<file path="src/rtl/csr_access_unit.sv">
// csr_access_unit: sequences CSR read-modify-write, ECALL trap entry and MRET return
// against a CSR file with one combinational read port and one write port.
module csr_access_unit #(
    parameter logic [11:0] MTVEC_ADDR  = 12'h305,
    parameter logic [11:0] MEPC_ADDR   = 12'h341,
    parameter logic [11:0] MCAUSE_ADDR = 12'h342,
    parameter logic [31:0] ECALL_CAUSE = 32'd11
) (
    input  logic        clk,
    input  logic        rst_n,
    input  logic        i_req_valid,
    output logic        o_req_ready,
    input  logic [1:0]  i_req_kind,
    input  logic [2:0]  i_req_funct3,
    input  logic [11:0] i_req_csr,
    input  logic [31:0] i_req_src,
    input  logic        i_req_src_zero,
    input  logic [31:0] i_req_pc,
    output logic        o_resp_valid,
    input  logic        i_resp_ready,
    output logic [31:0] o_resp_rdata,
    output logic        o_resp_redirect,
    output logic [31:0] o_resp_pc,
    output logic        o_resp_illegal,
    output logic [11:0] o_csr_addr_r,
    input  logic [31:0] i_csr_data_r,
    output logic [11:0] o_csr_addr_w,
    output logic [31:0] o_csr_data_w,
    output logic        o_csr_we
);
    typedef enum logic [2:0] {IDLE, CSR_WR, TRAP_EPC, TRAP_CAUSE, TRAP_VEC, MRET_RD, RESP} state_t;

    state_t      r_state;
    logic [2:0]  r_funct3;
    logic [11:0] r_csr;
    logic [31:0] r_src;
    logic        r_src_zero;
    logic [31:0] r_pc;
    logic        r_resp_valid;
    logic [31:0] r_resp_rdata;
    logic        r_resp_redirect;
    logic [31:0] r_resp_pc;
    logic        r_resp_illegal;

    logic        w_rw;
    logic        w_rs;
    logic        w_intent;
    logic        w_illegal;
    logic        w_op_we;
    logic [31:0] w_new;
    logic [31:0] w_vec_pc;

    // funct3[2] only selects register vs immediate source, which arrives pre-resolved in src
    assign w_rw      = r_funct3[1:0] == 2'b01;
    assign w_rs      = r_funct3[1:0] == 2'b10;
    assign w_intent  = w_rw || !r_src_zero;
    assign w_illegal = (r_funct3[1:0] == 2'b00) || (w_intent && r_csr[11:10] == 2'b11);
    assign w_op_we   = (r_state == CSR_WR) && w_intent && !w_illegal;
    assign w_new     = w_rw ? r_src : w_rs ? (i_csr_data_r | r_src) : (i_csr_data_r & ~r_src);
    assign w_vec_pc  = {i_csr_data_r[31:2], 2'b00};

    assign o_req_ready     = r_state == IDLE;
    assign o_resp_valid    = r_resp_valid;
    assign o_resp_rdata    = r_resp_rdata;
    assign o_resp_redirect = r_resp_redirect;
    assign o_resp_pc       = r_resp_pc;
    assign o_resp_illegal  = r_resp_illegal;

    // Read data is combinational, so the CSR port is driven straight from the state
    always_comb begin
        o_csr_addr_r = r_state == CSR_WR   ? r_csr :
                       r_state == TRAP_VEC ? MTVEC_ADDR :
                       r_state == MRET_RD  ? MEPC_ADDR : 12'h000;
        o_csr_we     = w_op_we || r_state == TRAP_EPC || r_state == TRAP_CAUSE;
        o_csr_addr_w = w_op_we                ? r_csr :
                       r_state == TRAP_EPC   ? MEPC_ADDR :
                       r_state == TRAP_CAUSE ? MCAUSE_ADDR : 12'h000;
        o_csr_data_w = w_op_we                ? w_new :
                       r_state == TRAP_EPC   ? r_pc :
                       r_state == TRAP_CAUSE ? ECALL_CAUSE : 32'h0;
    end

    always_ff @(posedge clk or negedge rst_n) begin
        if (!rst_n) begin
            r_state         <= IDLE;
            r_funct3        <= 3'b000;
            r_csr           <= 12'h000;
            r_src           <= 32'h0;
            r_src_zero      <= 1'b0;
            r_pc            <= 32'h0;
            r_resp_valid    <= 1'b0;
            r_resp_rdata    <= 32'h0;
            r_resp_redirect <= 1'b0;
            r_resp_pc       <= 32'h0;
            r_resp_illegal  <= 1'b0;
        end else begin
            case (r_state)
                IDLE: if (i_req_valid) begin
                    r_funct3        <= i_req_funct3;
                    r_csr           <= i_req_csr;
                    r_src           <= i_req_src;
                    r_src_zero      <= i_req_src_zero;
                    r_pc            <= i_req_pc;
                    r_resp_rdata    <= 32'h0;
                    r_resp_pc       <= 32'h0;
                    r_resp_redirect <= 1'b0;
                    r_resp_illegal  <= i_req_kind == 2'd3;
                    r_resp_valid    <= i_req_kind == 2'd3;
                    r_state         <= i_req_kind == 2'd0 ? CSR_WR :
                                       i_req_kind == 2'd1 ? TRAP_EPC :
                                       i_req_kind == 2'd2 ? MRET_RD : RESP;
                end
                CSR_WR: begin
                    r_resp_rdata   <= w_illegal ? 32'h0 : i_csr_data_r;
                    r_resp_illegal <= w_illegal;
                    r_resp_valid   <= 1'b1;
                    r_state        <= RESP;
                end
                TRAP_EPC:   r_state <= TRAP_CAUSE;
                TRAP_CAUSE: r_state <= TRAP_VEC;
                TRAP_VEC, MRET_RD: begin
                    r_resp_pc       <= w_vec_pc;
                    r_resp_redirect <= 1'b1;
                    r_resp_valid    <= 1'b1;
                    r_state         <= RESP;
                end
                RESP: if (i_resp_ready) begin
                    r_resp_valid    <= 1'b0;
                    r_resp_redirect <= 1'b0;
                    r_resp_illegal  <= 1'b0;
                    r_state         <= IDLE;
                end
                default: r_state <= IDLE;
            endcase
        end
    end
endmodule

</file>
<file path="config.mk">
export PLATFORM = sky130hd
export DESIGN_NAME = csr_access_unit
export DESIGN_NICKNAME = d
export VERILOG_FILES = /design/src/rtl/csr_access_unit.sv
export SDC_FILE = /design/constraint.sdc
export NUM_CORES = 1
export LEC_CHECK = 0
export CORE_UTILIZATION = 40
export DETAILED_ROUTE_END_ITERATION = 10
export GPL_TIMING_DRIVEN = 0
export PLACE_DENSITY_LB_ADDON = 0.12
export SYNTH_ARGS = -nofsm -noshare
export SYNTH_HDL_FRONTEND = slang
export SYNTH_SLANG_ARGS = --single-unit
</file>
<file path="constraint.sdc">
create_clock -name clk -period 2.2 [get_ports clk]
set_input_delay 0.44 -clock clk [delete_from_list [all_inputs] [get_ports clk]]
set_output_delay 0.44 -clock clk [all_outputs]
set_load 0.02 [all_outputs]
</file>
# After elaboration in Yosys (flattened, before gate mapping)
# Cells that the tools add are included.
[word_totals] register_bits=149 latch_bits=0 mem_bits_rw=0 romBits=0 inputBits=118 output_inout_bits=125 elab_cells=81 memories=0
[op_classes] addsub=0 mul=0 n_div=0 n_lt_le_gt_ge=0 eq_ne=14 shift=0 muxes=27 n_bitwise=3 reduce_logical=26
[ops] operator="$mux 32" count=6
[ops] operator="$pmux 32 s2" count=2
[ops] operator="$mux 10" count=4
[ops] operator="$and 32x32->32" count=1
[ops] operator="$not 32->32" count=1
[ops] operator="$or 32x32->32" count=1
[ops] operator="$mux 12" count=2
[ops] operator="$pmux 3 s5" count=1
[ops] operator="$mux 3" count=4
[ops] operator="$eq 3x3->1 const B" count=3
[ops] operator="$pmux 1 s3" count=3
[ops] operator="$reduce_and 3->1" count=3
[ops] operator="$reduce_bool 3->1" count=3
[ops] operator="$eq 2x2->1 const B" count=4
[ops] operator="$reduce_and 2->1" count=4
[ops] operator="$eq 3x2->1 const B" count=2
[ops] operator="$eq 2x1->1 const B" count=2
[ops] operator="$logic_not 2->1" count=2
[ops] operator="$logic_or 1x1->1" count=4
[ops] operator="$mux 4" count=1
[ops] operator="$ne 2x2->1 const B" count=2
[ops] operator="$reduce_bool 2->1" count=2
[ops] operator="$eq 3x1->1 const B" count=1
[ops] operator="$logic_and 1x1->1" count=3
[ops] operator="6 further kinds" count=9

# Longest topological paths before layout
# Gate-level depths: netlist (run 1).
[logic_depth] depth_word=8 depth_mapped=6 mapped_depth_nobuf=3

# Worst setup path after synthesis (run 1)
# OpenSTA, ideal clock, no wires.
[synth_path] path_type="register -> output" start="register r_state[1]" end="output port o_csr_data_w[10]" arrival_ps=1665 required_ps=1760 path_slack_ps=95 path_stages_with_launch=6 path_buffers=2 path_cell_list="dfrtp_1 buf_2 nor3b_4 o211ai_2 clkbuf_2 o21ai_0"
[synth_via] elab_chain_cells=4 word_cells_on_any_way=6 classes_between="2 x eq/ne; 2 x mux; 2 x reduce/logical"
[synth_lines] item="start: declaration" line_no="33" source="state_t r_state;"
[synth_lines] item="start signal: assignment" line_no="109" source="r_state <= i_req_kind == 2'd0 ? CSR_WR :"
[synth_lines] item="$eq 3x1->1" line_no="58" source="assign w_op_we = (r_state == CSR_WR) && w_intent && !w_illegal;"
[synth_lines] item="$logic_and 1x1->1 (2 in a row)" line_no="58"
[synth_lines] item="$mux 32 (*)" line_no="78" source="o_csr_data_w = w_op_we ? w_new :"
[synth_lines] item="end: declaration" line_no="28" source="output logic [31:0] o_csr_data_w,"
# Every way passes the cells marked *; elsewhere a longest branch is shown, timed or not.

# Worst setup path after layout (run 1)
[layout_path] start="register r_state[1]" end="output port o_csr_data_w[25]"
# Same word-level chain as after synthesis.

==> out/summary.txt, run 1 <==
outcome - finished, violations left
failing checks - setup timing
number of global-route vias before repair - 6,607
Die Wd - 135 um
WS Path Type - flip-flop to primary output
worst vdd rail ir drop - 0.746 mV
total negative slack - -10,380 ps
Primary FF master, synth - dfrtp_1
die height - 135 um
worst r2r dst - r_pc[7]$_DFFE_PN0P_
H-tree lvl count - 4
I/O Buffers - 239
slowest CP cell - dfrtp_1
Initial Util - 41.1%
Static Leak - 4.78 nW
Worst EP arrival - 2050 ps
Largest stage delay, worst path - 400 ps
Critical Path End Type - primary output
root buf cell - clkbuf_16
sequential fraction of the synthesis area - 51.8%
DRC - 0
relative slew slack - 53.2%
total grt overflow - 0
CTS Sinks - 147
RSZ-0062 raised after global routing - true
number of I/O pins - 243
CORE AREA - 17,300 sq um
Max Fclk - 0.402 GHz
total power - 17.4 mW
dpl hpwl - 16.0 mm
worst r2r path cells - 7
cell accounting for the most synthesized area - dfrtp_1
final worst slack - -289 ps
number of routed nets with antenna violations - 0
maximum buffer depth of the clock tree - 2
DP Worst Slack - -849 ps
Critical Path RT - 1760 ps
Max Clock Skew - 10.2 ps
Min Clock Period, post-route - 2490 ps
post-synthesis register bit count - 147
critical path's most frequent cell - buf_6
Worst R2R Start - r_state[2]$_DFFE_PN0P_
nets@finish - 1,054
total length of routed wires - 23.9 mm
distinct cell type count after synthesis - 43
endpoints failing setup - 55
n_diodes - 0
gr usage total - 26.8%
initial drt markers - 530
Routed WL per cell - 20.4 um
Final Util - 65.0%
worst-skew pair later-pin latency - 430 ps
Row Count - 48
total number of vias - 6,437
drt first pass iters - 4
largest net degree at the start of global routing - 77
top-count cell post-synth - dfrtp_1
Synth top cells by count - 147 x dfrtp_1, 98 x nand2_1, 72 x mux2_1
CTS clk-pin slew, worst paths - 60 ps
crit-path cells - buf_6 -> nor3b_4 -> buf_6 -> o211ai_4 -> buf_8 -> o21ai_4 -> buf_6
Hold Path Class - input pin to asynchronous set/reset pin
gpl congestion - 0.814
number of synthesized flops with an enable pin - 0
post-synth top area share - 51.8%
Synth Instances - 652
YS warnings - 0
final non-filler cell total - 1,172
Async SR Flop Fraction - 100%
Area growth syn-to-layout - 58.2%
CTS tree - yes
fin. max-slew vios - 0
Die ar. - 18,300 sq um
final hold vios - 0
Pwr Density - 1550 nW/um^2
share of cells above drive strength 1 - 23.2%
final cycle utilization of the critical path - 113%
worst-margin pin slew - 702 ps
R2R setup slack - 120 ps
DR vias/cell - 5.49
TritonCTS Buffers - 17
maxcap violations - 0
critical path startpoint category - flip-flop
cell count after placement - 1,118
initial antenna violation count - 1
worst-path maximum fanout - 7
syn_area_per_cell - 10.9 sq um
Mapped Area - 7100 sq um
first-pass GRT wire length - 36.8 mm
Synth area leaders - dfrtp_1 52%, mux2_1 11%, nand2_1 5.2%
sequential cells by signal, indices dropped and copies added, names as in the netlist:
signal / flops
o_resp_valid: 1
o_resp_illegal: 1
o_resp_rdata: 32
r_csr: 12
r_pc: 32
o_resp_pc: 30
r_src_zero: 1
o_resp_redirect: 1
r_state: 3
r_src: 32
r_funct3: 2
critical path: cells and delay by family (launching register included):
| kind | cells | cell delay (ps) |
|---|---|---|
| and+or+nand+nor | 1 | 260 |
| buffers and inverters | 4 | 640 |
| DFF | 1 | 400 |
| AOI/OAI and AO/OA | 2 | 310 |
cell families after synthesis:
group,count (synthesis),share of synthesized area (%)
flip-flops,147,51.8
multiplexers,72,11.4
AND/OR/NAND/NOR,171,10.9
other,1,0.0528
buffers and inverters,67,6.11
AO/OA/AOI/OAI,162,15.8
XOR/XNOR,32,3.95
area by class of cell:
cell class	count	area, sq um
well taps	225	282
clock inverters	7	123
fillers	1317	6060
multi-input cells	440	3410
clock buffers	23	488
plain buffers	55	573
flip-flops and latches	147	3680
repair buffers	264	2640
inverters	11	41.3
stage by stage:
step / hold WS, ps / cell area [sq um]
floorplan: 144 / 7110
global placement: 467 / 9780
detailed placement: 476 / 9810
CTS: 55.3 / 11000
global route: 76.2 / 11200
finish: 23.3 / 11200
cells in the final DEF, fill, tap and decap left out, types with 5 or more instances in the layout:
cell type and instances:
clkbuf_16 19, o21ai_0 28, xnor2_1 30, buf_2 15
nand2_1 97, buf_8 13, o221ai_1 31, clkbuf_1 5
a22o_1 33, and2_1 8, clkbuf_8 7, o21ai_1 16
clkbuf_2 6, buf_4 33, clkdlybuf4s50_1 180, a21oi_1 5
o21ai_2 9, mux2_1 72, buf_6 57, inv_1 10
o21ai_4 18, nor2_4 7, dfrtp_1 144, nand3_1 42
routing by layer:
metal	wire length (um)	track usage (%)	vias to the layer above
met5	9	0	-
met4	407	9.11	2
met3	1520	6.06	34
met2	11900	44.6	232
met1	10100	34.4	3269
li1	-	-	2900
report_power, final:
| group | internal (mW) | switching, mW | leakage, nW | total [mW] |
|---|---|---|---|---|
| clock network | 1.90 | 1.12 | 0.292 | 3.02 |
| logic | 4.47 | 4.92 | 2.66 | 9.39 |
| registers | 4.02 | 1.00 | 1.83 | 5.02 |
how the worst max path moves through the flow:
stage	depth (start not counted)	startpoint	end	slack, ps
final	7	r_state[1]$_DFFE_PN0P_	o_csr_data_w[25]	-290
after floorplan	5	r_state[1]$_DFFE_PN0P_	o_csr_data_w[10]	90
after global placement	1	rst_n	o_resp_rdata[24]$_DFFE_PN0P_	-5220
after global routing	7	r_state[1]$_DFFE_PN0P_	o_csr_data_w[25]	-340
after detailed placement	5	r_funct3[1]$_DFFE_PN0P_	o_csr_data_w[0]	-850
after CTS	7	r_state[0]$_DFFE_PN0P_	o_csr_data_w[19]	-240
repair_timing:
action / in CTS / in global routing
buffers inserted: 14 / 7
endpoints found under the setup margin: 58 / 57
pin swaps: 31 / 7
hold buffers: 0 / 0
cloned: 5 / 0
resized for setup: 487 / 39
Power figures use the tool's default switching activity.
==> run 2, diff against run 1 <==
Settings changed: SLEW_MARGIN set to 20.
==> run 2 against run 1 <==
Effect of this change:
- the flow still finishes with violations (setup timing)
- largest cell class unchanged
- routed wire length fell by 0.72%
- clock skew decreased by 4.5 ps
- sequential power about the same
- power decreased by 0.44%
==> out/summary.txt, run 2 (synthesized netlist as in run 1, its figures left out) <==
outcome - finished, violations left
failing checks - setup timing
critical path's most frequent cell - buf_6
Routed WL per cell - 20.2 um
Min Clock Period, post-route - 2450 ps
Critical Path RT - 1760 ps
CORE AREA - 17,300 sq um
worst vdd rail ir drop - 0.706 mV
sw frac - 40.4%
number of I/O pins - 243
Initial Util - 41.1%
Worst EP arrival - 2010 ps
cell count after placement - 1,118
Static Leak - 4.77 nW
most frequent cells in the layout - 180 x clkdlybuf4s50_1, 144 x dfrtp_1, 97 x nand2_1
relative slew slack - 59.7%
WS Path Type - flip-flop to primary output
total length of routed wires - 23.8 mm
Multi-input gate area - 3390 sq um
Flop pwr share - 29.0%
total grt overflow - 0
most common cell after layout, fill and taps aside - clkdlybuf4s50_1
final hold vios - 0
slowest CP cell - dfrtp_1
Max Clock Skew - 5.65 ps
Pint - 10.3 mW
dpl hpwl - 16.0 mm
CTS tree - yes
dpl cell area - 9810 sq um
CTS clk-pin slew, worst paths - 60 ps
fin. max-slew vios - 0
worst-skew pair later-pin latency - 430 ps
total number of vias - 6,383
initial drt markers - 472
Psw - 7.01 mW
I/O Buffers - 239
final non-filler cell total - 1,175
final worst slack - -250 ps
root buf cell - clkbuf_16
final cycle utilization of the critical path - 111%
initial antenna violation count - 0
Largest stage delay, worst path - 390 ps
Fillers - 1,338
CTS Sinks - 147
die height - 135 um
Row Count - 48
worst-margin pin slew - 604 ps
n_diodes - 0
Combinational Power Share - 53.9%
fin area - 11,200 sq um
DR vias/cell - 5.43
Pwr Density - 1550 nW/um^2
maxcap violations - 0
DRC - 0
H-tree lvl count - 4
register area - 3680 sq um
TritonCTS Buffers - 17
Critical Path End Type - primary output
maximum buffer depth of the clock tree - 2
Max Fclk - 0.408 GHz
first-pass GRT wire length - 36.8 mm
share of cells above drive strength 1 - 23.4%
crit-path cells - buf_6 -> nor3b_4 -> buf_4 -> o211ai_4 -> buf_8 -> o21ai_4 -> buf_6
Area growth syn-to-layout - 57.7%
number of routed nets with antenna violations - 0
Hold Path Class - flip-flop to flip-flop
largest net degree at the start of global routing - 77
Clock power frac - 17.1%
Die Wd - 135 um
Die ar. - 18,300 sq um
critical path startpoint category - flip-flop
endpoints failing setup - 52
number of global-route vias before repair - 6,634
nets@finish - 1,056
RSZ-0062 raised after global routing - true
gr usage total - 26.7%
drt first pass iters - 5
worst-path maximum fanout - 6
gpl congestion - 0.814
==> run 2: path summary, 6_finish.rpt <==
| kind | startpoint | end | slack [ps] | cells past startpoint |
|---|---|---|---|---|
| max | r_state[1]$_DFFE_PN0P_ | o_csr_data_w[29] | -250 | 7 |
| min | r_pc[31]$_DFFE_PN0P_ | r_pc[31]$_DFFE_PN0P_ | 490 | 1 |
| max reg2reg | r_state[2]$_DFFE_PN0P_ | r_pc[9]$_DFFE_PN0P_ | 120 | 7 |
| min reg2reg | r_pc[31]$_DFFE_PN0P_ | r_pc[31]$_DFFE_PN0P_ | 490 | 1 |
| max in group asynchronous | rst_n | r_src[22]$_DFFE_PN0P_ | 830 | 3 |
| min in group asynchronous | rst_n | o_resp_rdata[5]$_DFFE_PN0P_ | 560 | 2 |
==> run 2: layout make-up <==
cell class | count | area share (%)
flip-flops and latches | 147 | 32.9
multi-input cells | 440 | 30.2
repair buffers | 267 | 23.7
plain buffers | 54 | 4.96
clock buffers | 23 | 4.18
well taps | 225 | 2.51
clock inverters | 8 | 1.13
inverters | 11 | 0.402
==> run 2: through the flow <==
stage,util [%],setup slack [ps],setup TNS [ps],hold slack [ps],power [mW]
3_3_place_gp,56.5,-5220,-793400,467,12.7
3_5_place_dp,56.7,-873,-30700,444,13.0
2_1_floorplan,-,94.5,0,144,9.55
5_1_grt,64.7,-317,-12080,512,18.3
6_report,64.7,-250,-8410,489,17.4
4_1_cts,63.8,-222,-7160,491,17.0
==> run 2: repair_timing <==
item	4_1_cts	5_1_grt
gates resized for setup	485	37
cloned	5	0
buffers inserted	17	6
pin swaps	36	7
endpoints found under the hold margin	7	0
hold buffers	1	0
setup endpoints to repair	58	57
==> run 2: critical path, delay by kind of cell (launching register included) <==
family | cells | cell delay, ps
buf+inv | 4 | 650
flops | 1 | 390
compound gates | 2 | 300
simple gates | 1 | 240
==> run 2: layer usage <==
metal / global-route usage (%) / wire (um)
met1: 33.8 / 9970
met2: 44.5 / 11700
met3: 6.40 / 1640
met4: 9.30 / 452
met5: 0 / 0
==> run 2: power by group through the flow <==
| stage | Sequential (mW) | Combinational (mW) | Clock (mW) |
|---|---|---|---|
| 2_1_floorplan | 5.41 | 4.13 | 0 |
| 3_3_place_gp | 4.89 | 7.81 | 0 |
| 3_5_place_dp | 4.97 | 7.99 | 0 |
| 4_1_cts | 4.97 | 9.07 | 3.00 |
| 5_1_grt | 5.18 | 10.0 | 3.13 |
| 6_report | 5.03 | 9.36 | 2.97 |
==> run 3, diff against run 2 <==
Settings changed: SETUP_SLACK_MARGIN set to 0.05.
==> run 3 against run 2 <==
Effect of this change:
- the flow still finishes with violations (setup timing)
- combinational power is 2% higher
- die area stayed put
- register-to-register slack hardly changed
- critical path depth stayed put
- clock power hardly changed
- final cell count hardly changed
- clock skew hardly changed
==> out/summary.txt, run 3 (synthesized netlist as in run 1, its figures left out) <==
WS Path Type - flip-flop to primary output
Static Leak - 4.79 nW
drt first pass iters - 5
worst-skew pair later-pin latency - 420 ps
number of global-route vias before repair - 6,552
total negative slack - -7290 ps
worst-path maximum fanout - 6
Hold Slack - 489 ps
total power - 17.5 mW
worst-margin pin slew - 581 ps
Pint - 10.4 mW
Min Clock Period, post-route - 2440 ps
RSZ-0062 raised after global routing - true
Combinational Power Share - 54.3%
initial drt markers - 411
relative slew slack - 61.3%
H-tree lvl count - 4
Critical Path RT - 1760 ps
CORE AREA - 17,300 sq um
gr usage total - 26.6%
share of cells above drive strength 1 - 23.9%
Max Fclk - 0.410 GHz
total length of routed wires - 23.8 mm
Worst EP arrival - 2000 ps
sw frac - 40.4%
gpl congestion - 0.814
Routed WL per cell - 20.3 um
Hold Path Class - flip-flop to flip-flop
final worst slack - -241 ps
total number of vias - 6,381
nets@finish - 1,055
endpoints failing setup - 52
most frequent cells in the layout - 180 x clkdlybuf4s50_1, 144 x dfrtp_1, 96 x nand2_1
Initial Util - 41.1%
initial antenna violation count - 0
Critical Path End Type - primary output
Die Wd - 135 um
number of I/O pins - 243
dpl hpwl - 16.0 mm
number of routed nets with antenna violations - 0
worst vdd rail ir drop - 0.696 mV
Area growth syn-to-layout - 58.7%
fin. max-slew vios - 0
critical path startpoint category - flip-flop
I/O Buffers - 239
total grt overflow - 0
final cycle utilization of the critical path - 111%
TritonCTS Buffers - 17
largest net degree at the start of global routing - 77
Pwr Density - 1550 nW/um^2
maximum buffer depth of the clock tree - 2
Die ar. - 18,300 sq um
CTS Sinks - 147
n_diodes - 0
CTS clk-pin slew, worst paths - 60 ps
Max Clock Skew - 5.73 ps
fin area - 11,300 sq um
cell count after placement - 1,118
DRC - 0
maxcap violations - 0
first-pass GRT wire length - 36.6 mm
failing checks - setup timing
DR vias/cell - 5.44
Psw - 7.08 mW
most common cell after layout, fill and taps aside - clkdlybuf4s50_1
die height - 135 um
Flop pwr share - 28.7%
CTS tree - yes
Row Count - 48
dpl cell area - 9810 sq um
final non-filler cell total - 1,174
Clock power frac - 17.0%
root buf cell - clkbuf_16
final hold vios - 0
outcome - finished, violations left
==> run 3: cell types whose count changed in the layout (fill, tap and decap cells not counted), moves of 2 or more <==
| cell | before | now |
|---|---|---|
| buf_2 | 17 | 12 |
| buf_4 | 33 | 31 |
| buf_6 | 56 | 60 |
| clkbuf_4 | 2 | 4 |
| clkbuf_8 | 6 | 3 |
| o21ai_0 | 28 | 25 |
==> run 3: power groups by stage <==
stage	clock [mW]	combinational (mW)	sequential, mW
after floorplan	0	4.13	5.41
after global placement	0	7.81	4.89
after detailed placement	0	7.99	4.97
after CTS	3.00	9.15	4.99
after global routing	3.13	10.1	5.19
final	2.98	9.51	5.02
==> run 3: worst paths after layout <==
path | from | endpoint | slack (ps) | cells after the start
worst min register to register | r_pc[8]$_DFFE_PN0P_ | r_pc[8]$_DFFE_PN0P_ | 490 | 1
worst max register to register | r_state[2]$_DFFE_PN0P_ | r_pc[9]$_DFFE_PN0P_ | 130 | 7
max in group asynchronous | rst_n | o_resp_rdata[23]$_DFFE_PN0P_ | 840 | 3
min in group asynchronous | rst_n | o_resp_pc[4]$_DFFE_PN0P_ | 570 | 2
worst min-delay path | r_pc[8]$_DFFE_PN0P_ | r_pc[8]$_DFFE_PN0P_ | 490 | 1
worst max-delay path | r_state[1]$_DFFE_PN0P_ | o_csr_data_w[29] | -240 | 7
==> run 3: per-stage QoR <==
step / worst slack, ps / util (%)
final: -241 / 65.1
after global placement: -5220 / 56.5
after floorplan: 94.5 / -
after detailed placement: -873 / 56.7
after CTS: -229 / 64.0
after global routing: -312 / 65.1
==> run 3: final cells by class <==
class	count	area [sq um]
fill	1326	6030
sequential	147	3680
multi-input combinational	440	3430
timing repair buffer	265	2660
buffer	55	578
clock buffer	23	468
tap	225	282
clock inverter	8	126
inverter	11	41.3
==> run 3: layer usage <==
layer  wire length [um]  vias to the layer above  track usage, %
met1              10100                     3194            33.9
li1                   -                     2904               -
met5                  0                        -               0
met2              11700                      248            44.3
met4                410                        0            9.30
met3               1550                       35            6.17
==> run 3: what timing repair did <==
| item | CTS | global route |
|---|---|---|
| cloned | 5 | 0 |
| setup endpoints to repair | 58 | 56 |
| gates resized for setup | 504 | 38 |
| pin swaps | 34 | 9 |
| buffers inserted | 13 | 9 |
| hold buffers | 1 | 0 |
| hold endpoints to repair | 7 | 0 |
==> run 3: worst max-delay path, cell delays in order (launching register included) <==
cell and delay [ps]:
dfrtp_1 390, buf_6 140, nor3b_4 230, buf_4 160, o211ai_4 170, buf_8 220, o21ai_4 140, buf_6 140
